### config.mk
export PLATFORM = sky130hd
export DESIGN_NAME = branch_sequencer
export DESIGN_NICKNAME = d
export VERILOG_FILES = /design/src/rtl/common_pkg.sv /design/src/rtl/sat_counter.sv /design/src/rtl/branch_sequencer.sv
export SDC_FILE = /design/constraint.sdc
export NUM_CORES = 1
export LEC_CHECK = 0
export BUFFER_PORTS_ARGS = -buffer_cell sky130_fd_sc_hd__buf_2
export CORE_AREA = 3 3 66 68
export DETAILED_ROUTE_END_ITERATION = 12
export DIE_AREA = 0 0 69 71
export PLACE_DENSITY = 0.74
export SYNTH_ARGS = -nofsm -noshare
export SYNTH_HDL_FRONTEND = slang
export SYNTH_HIERARCHICAL = 1
export SYNTH_SLANG_ARGS = --single-unit
### constraint.sdc
create_clock -name clk_in -period 1.6 [get_ports clk_in]
set_clock_uncertainty 0.05 [all_clocks]
set_input_delay 0.32 -clock clk_in [delete_from_list [all_inputs] [get_ports clk_in]]
set_output_delay 0.32 -clock clk_in [all_outputs]
set_load 0.005 [all_outputs]
### src/rtl/common_pkg.sv
// Shared types for the tiny CPU control path: decoder op codes and sequencer states.
package common_pkg;

   typedef enum logic [1:0] {
      OP_NOP   = 2'd0,
      OP_FLAGS = 2'd1,
      OP_JUMP  = 2'd2
   } ctrl_op_t;

   typedef enum logic [1:0] {
      IDLE    = 2'd0,
      WRITE   = 2'd1,
      COPY    = 2'd2,
      RESOLVE = 2'd3
   } seq_state_t;

endpackage

### src/rtl/sat_counter.sv
// Saturating up-counter used for branch statistics; sticks at all-ones instead of wrapping.
module sat_counter #(
   parameter int CNT_W = 8
) (
   input  logic             clk_in,
   input  logic             reset_n_in,
   input  logic             inc_in,
   output logic [CNT_W-1:0] count_out
);

   always_ff @(posedge clk_in) begin
      if (!reset_n_in) begin
         count_out <= '0;
      end else if (inc_in && (count_out != {CNT_W{1'b1}})) begin
         count_out <= count_out + CNT_W'(1);
      end
   end

endmodule

### src/rtl/branch_sequencer.sv
// Status-flag sequencer: commits ALU flags, evaluates conditional jumps through the status
// register and issues exactly one PC action (load or increment) per accepted op.
module branch_sequencer
   import common_pkg::*;
#(
   parameter int ADDR_W = 8,
   parameter int CNT_W  = 8
) (
   input  logic              clk_in,
   input  logic              reset_n_in,
   input  logic              op_valid_in,
   output logic              op_ready_out,
   input  logic [1:0]        op_type_in,
   input  logic [3:0]        op_mask_in,
   input  logic              op_invert_in,
   input  logic [ADDR_W-1:0] op_target_in,
   input  logic [3:0]        alu_flags_in,
   output logic [3:0]        status_data_out,
   output logic              status_write_en_out,
   output logic [3:0]        status_inst_out,
   output logic              status_copy_en_out,
   output logic              status_invert_out,
   input  logic              cond_in,
   output logic              pc_load_out,
   output logic [ADDR_W-1:0] pc_target_out,
   output logic              pc_inc_out,
   output logic [CNT_W-1:0]  taken_cnt_out,
   output logic [CNT_W-1:0]  not_taken_cnt_out
);

   seq_state_t state;
   logic       write_inc_q;
   logic       resolve_q;

   // Strobes default low every cycle and are raised only on the transition into their state,
   // so each one is a registered, single-cycle decode of the state it belongs to.
   always_ff @(posedge clk_in) begin
      if (!reset_n_in) begin
         state               <= IDLE;
         op_ready_out        <= 1'b0;
         status_data_out     <= '0;
         status_write_en_out <= 1'b0;
         status_inst_out     <= '0;
         status_copy_en_out  <= 1'b0;
         status_invert_out   <= 1'b0;
         pc_target_out       <= '0;
         write_inc_q         <= 1'b0;
         resolve_q           <= 1'b0;
      end else begin
         status_write_en_out <= 1'b0;
         status_copy_en_out  <= 1'b0;
         write_inc_q         <= 1'b0;
         resolve_q           <= 1'b0;
         case (state)
            IDLE: begin
               if (op_valid_in && op_ready_out) begin
                  op_ready_out <= 1'b0;
                  case (ctrl_op_t'(op_type_in))
                     OP_FLAGS: begin
                        state               <= WRITE;
                        status_write_en_out <= 1'b1;
                        status_data_out     <= alu_flags_in;
                        write_inc_q         <= 1'b1;
                     end
                     OP_JUMP: begin
                        state              <= COPY;
                        status_copy_en_out <= 1'b1;
                        status_inst_out    <= op_mask_in;
                        status_invert_out  <= op_invert_in;
                        pc_target_out      <= op_target_in;
                     end
                     default: begin
                        state       <= WRITE;
                        write_inc_q <= 1'b1;
                     end
                  endcase
               end else begin
                  op_ready_out <= 1'b1;
               end
            end
            WRITE: begin
               state        <= IDLE;
               op_ready_out <= 1'b1;
            end
            COPY: begin
               state     <= RESOLVE;
               resolve_q <= 1'b1;
            end
            RESOLVE: begin
               state        <= IDLE;
               op_ready_out <= 1'b1;
            end
            default: begin
               state        <= IDLE;
               op_ready_out <= 1'b0;
            end
         endcase
      end
   end

   // cond_in only becomes valid one cycle after the copy strobe, so RESOLVE gates it directly.
   assign pc_load_out = resolve_q & cond_in;
   assign pc_inc_out  = write_inc_q | (resolve_q & ~cond_in);

   sat_counter #(.CNT_W(CNT_W)) u_taken_cnt (
      .clk_in     (clk_in),
      .reset_n_in (reset_n_in),
      .inc_in     (resolve_q & cond_in),
      .count_out  (taken_cnt_out)
   );

   sat_counter #(.CNT_W(CNT_W)) u_not_taken_cnt (
      .clk_in     (clk_in),
      .reset_n_in (reset_n_in),
      .inc_in     (resolve_q & ~cond_in),
      .count_out  (not_taken_cnt_out)
   );

endmodule
Yosys cells after proc, flatten, opt, wreduce, memory -nomap -nowiden
Index checks and enable logic that the tools add are counted.

operators by class
  reductions and logical operators = 9
  bitwise gates (word level) = 4
  add/subtract/negate cells = 2
  mux-type cells = 9
  eq/ne operators = 8

operator list
  kind                                                              number
  8-bit by 1-bit adder with 8-bit output (second input constant)    2
  8-bit != test (second input constant)                             2
  3-bit AND reduction                                               3
  2-bit == test (second input constant)                             3
  2-bit case mux with 3 select lines                                1
  1-bit 2-to-1 mux                                                  5
  2-bit by 1-bit == test with 1-bit output (second input constant)  2
  2-bit 2-to-1 mux                                                  2
  1-bit logical AND                                                 3
  1-bit AND                                                         2
  2-bit logical NOT                                                 1
  2-bit != test (second input constant)                             1
  1-bit case mux with 2 select lines                                1
  2-bit nonzero test                                                1
  2-bit OR reduction                                                1
  1-bit NOT                                                         1
  1-bit OR                                                          1

word-level totals
  logic and storage cells = 44
  flip-flop bits (word level) = 40

Logic depth before layout (Yosys ltp)
Gate-level depths: netlist of the first run.

  depth in word-level cells = 4
  depth in mapped cells = 4
  depth with buffers taken out = 4

Cells and area by module
The synthesis of the first run kept the hierarchy.

modules (own cells, without submodules)
  module            area each (um2)  seq. area each (um2)  times used  cells each
  branch_sequencer  972.2            480.5                 1           99
  sat_counter       404.1            160.2                 2           47

Worst setup path before layout of the first run
No wires, ideal clock.

  path kind = reg-to-reg
  start = register u_not_taken_cnt.count_out[0]
  end = register u_not_taken_cnt.count_out[6]
  stages on the path, launching flop included = 5
  setup time = 115 ps
  path slack = 173 ps
  data arrival time = 1,262 ps
  path buffers = 0
  data required time = 1,435 ps
  cell sequence = dfxtp_1 -> ha_1 -> nand3_1 -> or4_1 -> and3_1

on the way
  cells in the longest elaborated chain, start to end = 2
  elaborated cells on any way between the ends = 3
  those cells by class = 1 x add/sub; 1 x eq/ne; 1 x reduce/logical

RTL lines
  item                                                                                            RTL line           source
  start: declaration                                                                              sat_counter.sv:8   output logic [CNT_W-1:0] count_out
  start signal: assignment                                                                        sat_counter.sv:15  count_out <= count_out + CNT_W'(1);
  parallel branches: the longest is 2 deep, another holds 8-bit by 1-bit adder with 8-bit output  --

Several ways; the timed one is not identified.
A chain may end at the register's enable or synchronous reset.

Final worst setup path of the first run
  start = register resolve_q
  end = output port pc_inc_out

on the way
  cells in the longest elaborated chain, start to end = 2

RTL lines
  item                      RTL line                 source
  start: declaration        branch_sequencer.sv:33   logic resolve_q;
  start signal: assignment  branch_sequencer.sv:48   resolve_q <= 1'b0;
  start signal: assignment  branch_sequencer.sv:53   resolve_q <= 1'b0;
  start signal: assignment  branch_sequencer.sv:87   resolve_q <= 1'b1;
  1-bit AND                 branch_sequencer.sv:103  assign pc_inc_out = write_inc_q | (resolve_q & ~cond_in);
  1-bit OR                  branch_sequencer.sv:103
  end: declaration          branch_sequencer.sv:26   output logic pc_inc_out,

Every way passes these cells.

==> impl_metrics.py, run 1 <==
metrics = {
    "synthesis": {
        "yosys_warnings": 6,
        "synth_xor_area_share_pct": 0,
        "synth_fp_nets": 218,
        "synthMuxAreaShare_pct": 12.4,
        "ys_types": 36,
        "ys_ff_latch": 40,
        "synth_compound_area_share_pct": 11.3,
        "post_synth_fa_ha_maj_area_fraction_pct": 1.41,
        "synthSimpleGateAreaFrac_pct": 26.8,
        "netlist_area_um2": 1780,
        "syn_avg_cell_area_um2": 9.23,
        "synth_top_family_by_area": "simple AND/OR/NAND/NOR gates",
        "seq_area_frac_synth_pct": 45.0,
        "syn_inst": 193,
    },
    "sta": {
        "fmax_ghz": 0.660,
        "period_needed_ns": 1.52,
        "fin_ws_ns": 0.0848,
        "period_share_pct": 94.7,
        "hold_viol_final": 0,
        "finalSetupViolCount": 0,
        "hold_slack_ns": 0.219,
        "max_slew_margin_pct": 76.0,
        "tightest_slew_ns": 0.360,
        "rsz0062_at_grt": "no",
        "slew_violations": 0,
        "fin_tns_setup_ns": 0,
    },
    "clock_tree": {
        "clkSinkCount": 40,
        "ctsHoldBuffers": 0,
        "cts_tree": "yes",
        "cts_buffers": 5,
        "h-tree-depth": 2,
        "root_buffer": "clkbuf_8",
        "clock_path_buffers": 2,
        "clk_pin_slew_worst_paths_ns": 0.07,
        "worstSkewPairLatency_ns": 0.29,
        "cts_setup_buffers": 0,
    },
    "setup_path": {
        "crit_fanout": 7,
        "worst_path_max_delay_cell": "dfxtp_2",
        "worstSetupPathType": "flop to primary output",
        "cp-end-kind": "primary output",
        "r2r-end": "u_taken_cnt/count_out[6]$_SDFFE_PN0P_",
        "cp_data_required_time_ns": 1.23,
        "ff2ff_setup_slack_ns": 0.16,
        "reg2reg_from": "u_taken_cnt/count_out[0]$_SDFFE_PN0P_",
        "crit_chain": "nor2b_4 > or2_2 > buf_2",
        "critPathMaxStageDelay_ns": 0.32,
        "crit_arrival_ns": 1.15,
        "r2r_cells": 4,
        "worstSetupStartpointType": "flop",
    },
    "worst_hold_path": {
        "hold_path_class": "primary input to flop",
        "worstHoldPathCells": 3,
        "min_to": "pc_target_out[4]$_SDFFE_PN0P_",
        "min_from": "op_target_in[4]",
    },
    "power_and_ir_drop": {
        "power_density_nw_per_um2": 803,
        "finalPower_mw": 1.84,
        "peakVddDrop_mv": 0.515,
        "p_leak_nw": 1.03,
    },
    "floorplanning": {
        "core-area_um2": 3910,
        "rows": 23,
        "dieArea_um2": 4900,
        "die_w_um": 69,
        "ioPinCount": 61,
        "start_util_pct": 45.5,
        "dieHeight_um": 71,
    },
    "cells_and_area": {
        "finalInstanceArea_um2": 2300,
        "mostFrequentLayoutCells": "buf_2, nand2_1, dfxtp_1",
        "fillers": 368,
        "layout_commonest_cell": "buf_2",
        "num_antenna_cells": 0,
        "layout-drive-gt1-share_pct": 34.0,
        "nNetsFinal": 289,
        "syn2layout_area_growth_pct": 29.0,
    },
    "route": {
        "vias": 1591,
        "routedWlPerCell_um": 11.9,
        "wirelength_um": 3760,
        "vias_per_cell": 5.05,
        "drtPass1Iterations": 5,
        "postRouteAntennaNets": 0,
        "drc": 0,
        "drt_iter0_markers": 101,
    },
    "global_routing": {
        "grt_pass1_wl_um": 6400,
        "track_usage_pct": 15.7,
        "grt_remaining_overflow": 0,
        "antenna_found_initial": 0,
        "grt_max_degree": 22,
        "grt_pass1_vias": 1522,
    },
    "place": {
        "place_congestion": 0.811,
        "dp_hpwl_um": 2760,
        "numPortBuffers": 60,
        "place_ws_ns": 0.165,
        "place_area_um2": 2200,
    },
    "status": {
        "status": "complete, no violations",
    },
    "flow_run": {
        "cap_violations": 0,
    },
}
[how the worst max path moves through the flow]
stage / from / endpoint / slack [ns] / cells past startpoint
floorplan: u_not_taken_cnt/count_out[0]$_SDFFE_PN0P_ / u_not_taken_cnt/count_out[6]$_SDFFE_PN0P_ / 0.17 / 4
global placement: cond_in / u_not_taken_cnt/count_out[6]$_SDFFE_PN0P_ / 0.20 / 5
detailed placement: cond_in / u_not_taken_cnt/count_out[6]$_SDFFE_PN0P_ / 0.17 / 5
CTS: resolve_q$_SDFF_PN0_ / pc_inc_out / 0.02 / 3
global route: resolve_q$_SDFF_PN0_ / pc_inc_out / 0.03 / 3
finish: resolve_q$_SDFF_PN0_ / pc_inc_out / 0.08 / 3
[per-layer routing]
| metal | share of wire [%] | up-vias | wire length (µm) | track usage, % |
|---|---|---|---|---|
| met2 | 43 | 51 | 1610 | 24.8 |
| met4 | 1.5 | 0 | 58 | 7.16 |
| li1 | - | 821 | - | - |
| met1 | 48 | 712 | 1810 | 19.8 |
| met5 | 0 | - | 0 | 0 |
| met3 | 7.4 | 7 | 278 | 4.97 |
[Yosys cell counts, drive strengths merged]
cell / count / area, µm²
nand2: 48 / 180
dfxtp: 40 / 801
mux2i: 22 / 220
a21oi: 10 / 50.1
buf: 7 / 41.3
nor3: 6 / 30.0
and3: 5 / 31.3
a211oi: 4 / 30.0
a21boi: 4 / 37.5
and4: 4 / 37.5
inv: 4 / 15.0
nand3: 4 / 20.0
nand4: 4 / 25.0
o21bai: 4 / 30.0
nand2b: 3 / 18.8
nor2: 3 / 18.8
a311oi: 2 / 17.5
a31oi: 2 / 12.5
and2: 2 / 13.8
ha: 2 / 25.0
o21ai: 2 / 10.0
or2: 2 / 12.5
or4: 2 / 15.0
and2b: 1 / 8.76
and4bb: 1 / 12.5
nand4bb: 1 / 27.5
nor2b: 1 / 6.26
nor3b: 1 / 18.8
o21a: 1 / 7.51
o22ai: 1 / 6.26
[through the flow]
stage               utilization [%]  std cells
floorplan                         -        193
global route                   58.7        315
finish                         58.7        315
global placement               56.3        308
detailed placement             56.3        308
CTS                            58.5        315
[state kept, by name, indices dropped and copies added, names as in the netlist, 2 cells and up]
register / flops
status_data_out: 4
status_inst_out: 4
u_not_taken_cnt/count_out: 8
state: 2
pc_target_out: 8
u_taken_cnt/count_out: 8
[final cells by class]
| cell class | instances | area [µm²] | area share, % |
|---|---|---|---|
| Clock buffer | 8 | 90.1 | 3.92 |
| Tap cell | 50 | 62.6 | 2.72 |
| Inverter | 4 | 15.0 | 0.654 |
| Sequential cell | 40 | 802 | 34.9 |
| Timing Repair Buffer | 71 | 395 | 17.2 |
| Multi-Input combinational cell | 142 | 931 | 40.5 |
[repair_timing]
item	4_1_cts	5_1_grt
cloned	0	0
resized for setup	2	1
endpoints found under the setup margin	1	1
[critical path: cells and delay by family, from the launching register on]
family / cells / cell delay, ns
and+or+nand+nor: 2 / 0.41
DFF: 1 / 0.32
buffers and inverters: 1 / 0.13
[power by group]
part	internal, mW	switching (mW)
registers	1.01	0.0112
logic	0.0668	0.0658
clock network	0.352	0.336
total	1.43	0.413
[cells by family after synthesis]
| family | Yosys count |
|---|---|
| compound gates | 30 |
| fa+ha+maj | 2 |
| buf+inv | 11 |
| flops | 40 |
| mux | 22 |
| simple gates | 88 |
Power figures use the tool's default switching activity.
==> inputs of run 2 (changes only) <==
--- a/config.mk
+++ b/config.mk
@@ -6,10 +6,10 @@
 export NUM_CORES = 1
 export LEC_CHECK = 0
 export BUFFER_PORTS_ARGS = -buffer_cell sky130_fd_sc_hd__buf_2
-export CORE_AREA = 3 3 66 68
+export CORE_AREA = 3 3 65 67
 export DETAILED_ROUTE_END_ITERATION = 12
-export DIE_AREA = 0 0 69 71
-export PLACE_DENSITY = 0.74
+export DIE_AREA = 0 0 68 70
+export PLACE_DENSITY = 0.76
 export SYNTH_ARGS = -nofsm -noshare
 export SYNTH_HDL_FRONTEND = slang
 export SYNTH_HIERARCHICAL = 1
==> impl_metrics.py, run 2 (same netlist as run 1, synthesis figures left out) <==
metrics = {
    "status": {
        "status": "complete, no violations",
    },
    "floorplanning": {
        "dieArea_um2": 4760,
        "ioPinCount": 61,
        "rows": 22,
        "core-area_um2": 3690,
        "die_w_um": 68,
        "start_util_pct": 48.3,
        "dieHeight_um": 70,
    },
    "power_and_ir_drop": {
        "switchingPower_uw": 408,
        "power_density_nw_per_um2": 845,
        "swShare_pct": 21.0,
        "p_comb_share_pct": 6.8,
        "peakVddDrop_mv": 0.572,
        "clockPowerShare_pct": 40.7,
        "p_leak_nw": 1.03,
        "power.internal_mw": 1.54,
        "pwr-share-seq_pct": 52.5,
    },
    "sta": {
        "period_share_pct": 94.5,
        "max_slew_margin_pct": 79.3,
        "period_needed_ns": 1.51,
        "finalSetupViolCount": 0,
        "fin_tns_setup_ns": 0,
        "fmax_ghz": 0.661,
        "rsz0062_at_grt": "no",
        "hold_viol_final": 0,
        "slew_violations": 0,
        "tightest_slew_ns": 0.310,
        "hold_slack_ns": 0.219,
    },
    "worst_hold_path": {
        "hold_path_class": "primary input to flop",
        "worstHoldPathCells": 3,
        "min_to": "pc_target_out[3]$_SDFFE_PN0P_",
        "min_from": "op_target_in[3]",
    },
    "clock_tree": {
        "clock_path_buffers": 2,
        "clk_pin_slew_worst_paths_ns": 0.07,
        "ctsHoldBuffers": 0,
        "cts_setup_buffers": 0,
        "cts_buffers": 5,
        "worstSkewPairLatency_ns": 0.29,
        "cts_tree": "yes",
        "h-tree-depth": 2,
        "root_buffer": "clkbuf_8",
        "clkSinkCount": 40,
    },
    "global_routing": {
        "track_usage_pct": 17.1,
        "grt_max_degree": 31,
        "grt_remaining_overflow": 0,
        "grt_pass1_wl_um": 6350,
        "antenna_found_initial": 0,
        "grt_pass1_vias": 1473,
    },
    "route": {
        "vias_per_cell": 5.10,
        "wirelength_um": 3730,
        "drtPass1Iterations": 4,
        "postRouteAntennaNets": 0,
        "vias": 1592,
        "drt_iter0_markers": 64,
        "routedWlPerCell_um": 12.0,
        "drc": 0,
    },
    "place": {
        "place_congestion": 0.818,
        "place_area_um2": 2190,
        "numPortBuffers": 60,
        "dp_hpwl_um": 2780,
    },
    "setup_path": {
        "cp_top_family": "simple AND/OR/NAND/NOR gates",
        "r2r-end": "u_taken_cnt/count_out[6]$_SDFFE_PN0P_",
        "worstSetupPathType": "flop to primary output",
        "crit_buf_inv": 1,
        "reg2reg_from": "u_taken_cnt/count_out[1]$_SDFFE_PN0P_",
        "worst_path_max_delay_cell": "dfxtp_2",
        "startpoint": "resolve_q$_SDFF_PN0_",
        "cp_data_required_time_ns": 1.23,
        "crit_arrival_ns": 1.14,
        "ff2ff_setup_slack_ns": 0.12,
        "crit_fanout": 7,
        "critPathMaxStageDelay_ns": 0.32,
        "worstSetupStartpointType": "flop",
        "cp-end-kind": "primary output",
        "crit_chain": "nor2b_4 > or2_2 > buf_2",
        "r2r_cells": 4,
    },
    "cells_and_area": {
        "mostFrequentLayoutCells": "buf_2, nand2_1, dfxtp_1",
        "layout-drive-gt1-share_pct": 34.5,
        "multiInputGateArea_um2": 933,
        "finalInstanceArea_um2": 2310,
        "nNetsFinal": 288,
        "num_antenna_cells": 0,
        "fillers": 362,
        "layout_commonest_cell": "buf_2",
        "seq_area_um2": 802,
        "reg_top3": "pc_target_out (8), u_not_taken_cnt/count_out (8), u_taken_cnt/count_out (8)",
        "syn2layout_area_growth_pct": 29.5,
    },
    "flow_run": {
        "cap_violations": 0,
    },
}
==> run 2: per-layer routing <==
metal / wire [µm] / vias up / global-route usage [%]
met3: 289 / 5 / 6.43
met4: 57 / 0 / 6.62
met5: 0 / - / 0
met2: 1660 / 49 / 25.8
met1: 1720 / 719 / 21.7
li1: - / 819 / -
==> run 2: worst max-delay path by stage <==
stage | depth (start not counted) | end | slack, ns
floorplan | 4 | u_not_taken_cnt/count_out[6]$_SDFFE_PN0P_ | 0.17
global placement | 4 | u_taken_cnt/count_out[6]$_SDFFE_PN0P_ | 0.17
detailed placement | 4 | u_taken_cnt/count_out[6]$_SDFFE_PN0P_ | 0.13
CTS | 3 | pc_inc_out | 0.01
global route | 4 | u_taken_cnt/count_out[6]$_SDFFE_PN0P_ | 0.03
finish | 3 | pc_inc_out | 0.09
==> run 2: stage by stage <==
step                power [mW]  setup WS, ns  utilization (%)  instances
finish                    1.95        0.0874             62.5        312
global route              2.05        0.0264             62.5        312
detailed placement        1.18         0.132             59.5        305
global placement          1.18         0.170             59.5        305
CTS                       1.99        0.0121             62.3        312
floorplan                 1.12         0.173                -        193
==> run 2: power by group through the flow <==
stage	sequential (mW)	clock, mW	combinational, mW
after detailed placement	1.04	0	0.134
after floorplan	1.05	0	0.0700
after global placement	1.04	0	0.131
after global routing	1.02	0.876	0.149
after CTS	1.02	0.831	0.134
final	1.02	0.794	0.133
==> run 2: cell type report <==
class / instances / area share [%]
multi-input combinational: 142 / 40.5
clock inverter: 2 / 1.52
clock buffer: 6 / 3.15
sequential: 40 / 34.8
tap: 48 / 2.60
timing repair buffer: 70 / 16.8
inverter: 4 / 0.651
==> run 2: worst register-to-register path: cells and delay by family (launching register included) <==
family	cells	cell delay (ns)
simple gates	3	0.70
fa+ha+maj	1	0.24
flops	1	0.39
==> run 2: what timing repair did <==
item | 4_1_cts | 5_1_grt
resized for setup | 2 | 2
endpoints found under the hold margin | 0 | 0
pin swaps | 0 | 0
endpoints found under the setup margin | 1 | 2
==> inputs of run 3 (changes only) <==
--- a/config.mk
+++ b/config.mk
@@ -5,10 +5,11 @@
 export SDC_FILE = /design/constraint.sdc
 export NUM_CORES = 1
 export LEC_CHECK = 0
-export BUFFER_PORTS_ARGS = -buffer_cell sky130_fd_sc_hd__buf_2
+export BUFFER_PORTS_ARGS = -buffer_cell sky130_fd_sc_hd__clkbuf_2
 export CORE_AREA = 3 3 65 67
 export DETAILED_ROUTE_END_ITERATION = 12
 export DIE_AREA = 0 0 68 70
+export GPL_TIMING_DRIVEN = 0
 export PLACE_DENSITY = 0.76
 export SYNTH_ARGS = -nofsm -noshare
 export SYNTH_HDL_FRONTEND = slang
==> impl_metrics.py, run 3 (same netlist as run 1, synthesis figures left out) <==
metrics = {
    "sta": {
        "period_share_pct": 96.4,
        "fin_ws_ns": 0.0577,
        "fmax_ghz": 0.648,
        "tightest_slew_ns": 0.367,
        "rsz0062_at_grt": "no",
        "hold_viol_final": 0,
        "period_needed_ns": 1.54,
        "slew_violations": 0,
        "max_slew_margin_pct": 75.5,
        "finalSetupViolCount": 0,
        "fin_tns_setup_ns": 0,
    },
    "setup_path": {
        "worstSetupPathType": "flop to primary output",
        "crit_chain": "nor2b_2 > or2_2 > clkbuf_2",
        "crit_fanout": 7,
        "cp-end-kind": "primary output",
        "crit_arrival_ns": 1.17,
        "worstSetupStartpointType": "flop",
        "worst_path_max_delay_cell": "dfxtp_1",
        "cp_data_required_time_ns": 1.23,
        "critPathMaxStageDelay_ns": 0.31,
    },
    "global_routing": {
        "grt_pass1_wl_um": 6580,
        "antenna_found_initial": 0,
        "track_usage_pct": 17.9,
        "grt_pass1_vias": 1477,
        "grt_max_degree": 20,
        "grt_remaining_overflow": 0,
    },
    "cells_and_area": {
        "layout_commonest_cell": "clkbuf_2",
        "num_antenna_cells": 0,
        "layout-drive-gt1-share_pct": 34.9,
        "reg_top3": "pc_target_out (8), u_not_taken_cnt/count_out (8), u_taken_cnt/count_out (8)",
        "fillers": 356,
        "nNetsFinal": 285,
        "mostFrequentLayoutCells": "clkbuf_2, nand2_1, dfxtp_1",
        "syn2layout_area_growth_pct": 26.9,
        "seq_area_um2": 805,
        "multiInputGateArea_um2": 931,
    },
    "route": {
        "drtPass1Iterations": 4,
        "wirelength_um": 3860,
        "vias_per_cell": 5.07,
        "vias": 1567,
        "routedWlPerCell_um": 12.5,
        "postRouteAntennaNets": 0,
        "drt_iter0_markers": 84,
        "drc": 0,
    },
    "power_and_ir_drop": {
        "peakVddDrop_mv": 0.511,
        "finalPower_mw": 1.97,
        "power_density_nw_per_um2": 870,
        "p_leak_nw": 0.972,
    },
    "floorplanning": {
        "rows": 22,
        "dieHeight_um": 70,
        "die_w_um": 68,
        "ioPinCount": 61,
        "dieArea_um2": 4760,
        "core-area_um2": 3690,
        "start_util_pct": 48.3,
    },
    "status": {
        "status": "complete, no violations",
    },
    "place": {
        "dp_hpwl_um": 2820,
        "numPortBuffers": 60,
        "place_congestion": 0.755,
        "place_ws_ns": -0.0770,
    },
    "clock_tree": {
        "root_buffer": "clkbuf_8",
        "cts_tree": "yes",
        "worstSkewPairLatency_ns": 0.29,
        "cts_buffers": 5,
        "h-tree-depth": 2,
        "clkSinkCount": 40,
        "clk_pin_slew_worst_paths_ns": 0.07,
        "cts_setup_buffers": 0,
        "clock_path_buffers": 2,
    },
    "flow_run": {
        "cap_violations": 0,
    },
    "worst_hold_path": {
        "hold_path_class": "primary input to flop",
    },
}
## run 3: cell count changes in the layout (fill, tap and decap cells not counted), sizes merged
cell	delta
buf	-63
clkbuf	+60
## run 3: layer usage
layer	track usage, %	share of wire [%]
met2	26.8	46
met4	9.27	1.8
met5	0	0
met3	6.11	7.0
met1	22.2	45
## run 3: path summary, 6_finish.rpt
| check | startpoint | endpoint | slack (ns) | depth (start not counted) |
|---|---|---|---|---|
| worst max-delay path | resolve_q$_SDFF_PN0_ | pc_inc_out | 0.06 | 3 |
| worst min-delay path | op_target_in[5] | pc_target_out[5]$_SDFFE_PN0P_ | 0.20 | 3 |
| worst max register to register | u_taken_cnt/count_out[1]$_SDFFE_PN0P_ | u_taken_cnt/count_out[6]$_SDFFE_PN0P_ | 0.11 | 4 |
| worst min register to register | status_data_out[2]$_SDFFE_PN0P_ | status_data_out[2]$_SDFFE_PN0P_ | 0.41 | 2 |
## run 3: worst max-delay path, delay by kind of cell (launching register included)
family,cells,cell delay (ns)
buffers and inverters,1,0.11
AND/OR/NAND/NOR,2,0.46
flip-flops,1,0.31
## run 3: stage by stage
step	std cells	utilization [%]	cell area, µm²	hold slack, ns
floorplan	193	-	1780	0.401
global placement	301	58.0	2140	0.393
detailed placement	301	58.0	2140	0.396
CTS	309	61.0	2250	0.187
global route	309	61.3	2260	0.204
finish	309	61.3	2260	0.200
## run 3: power by group
| group | total [mW] | internal [mW] | switching [mW] | leakage (nW) |
|---|---|---|---|---|
| clock | 0.811 | 0.463 | 0.348 | 0.0552 |
| sequential | 1.02 | 1.01 | 0.0116 | 0.325 |
| combinational | 0.132 | 0.0645 | 0.0675 | 0.592 |
| total | 1.97 | 1.54 | 0.428 | 0.972 |
## run 3: area by class of cell
cell class              count  area share (%)
multi-input cells         142            41.2
clock buffers               6            3.21
plain buffers               7            1.83
flip-flops and latches     40            35.6
clock inverters             2            1.55
inverters                   4           0.664
well taps                  48            2.66
repair buffers             60            13.3
## run 3: timing repair
action	4_1_cts	5_1_grt
pin swaps	0	0
resized for setup	1	5
hold buffers	0	0
endpoints found under the setup margin	1	2
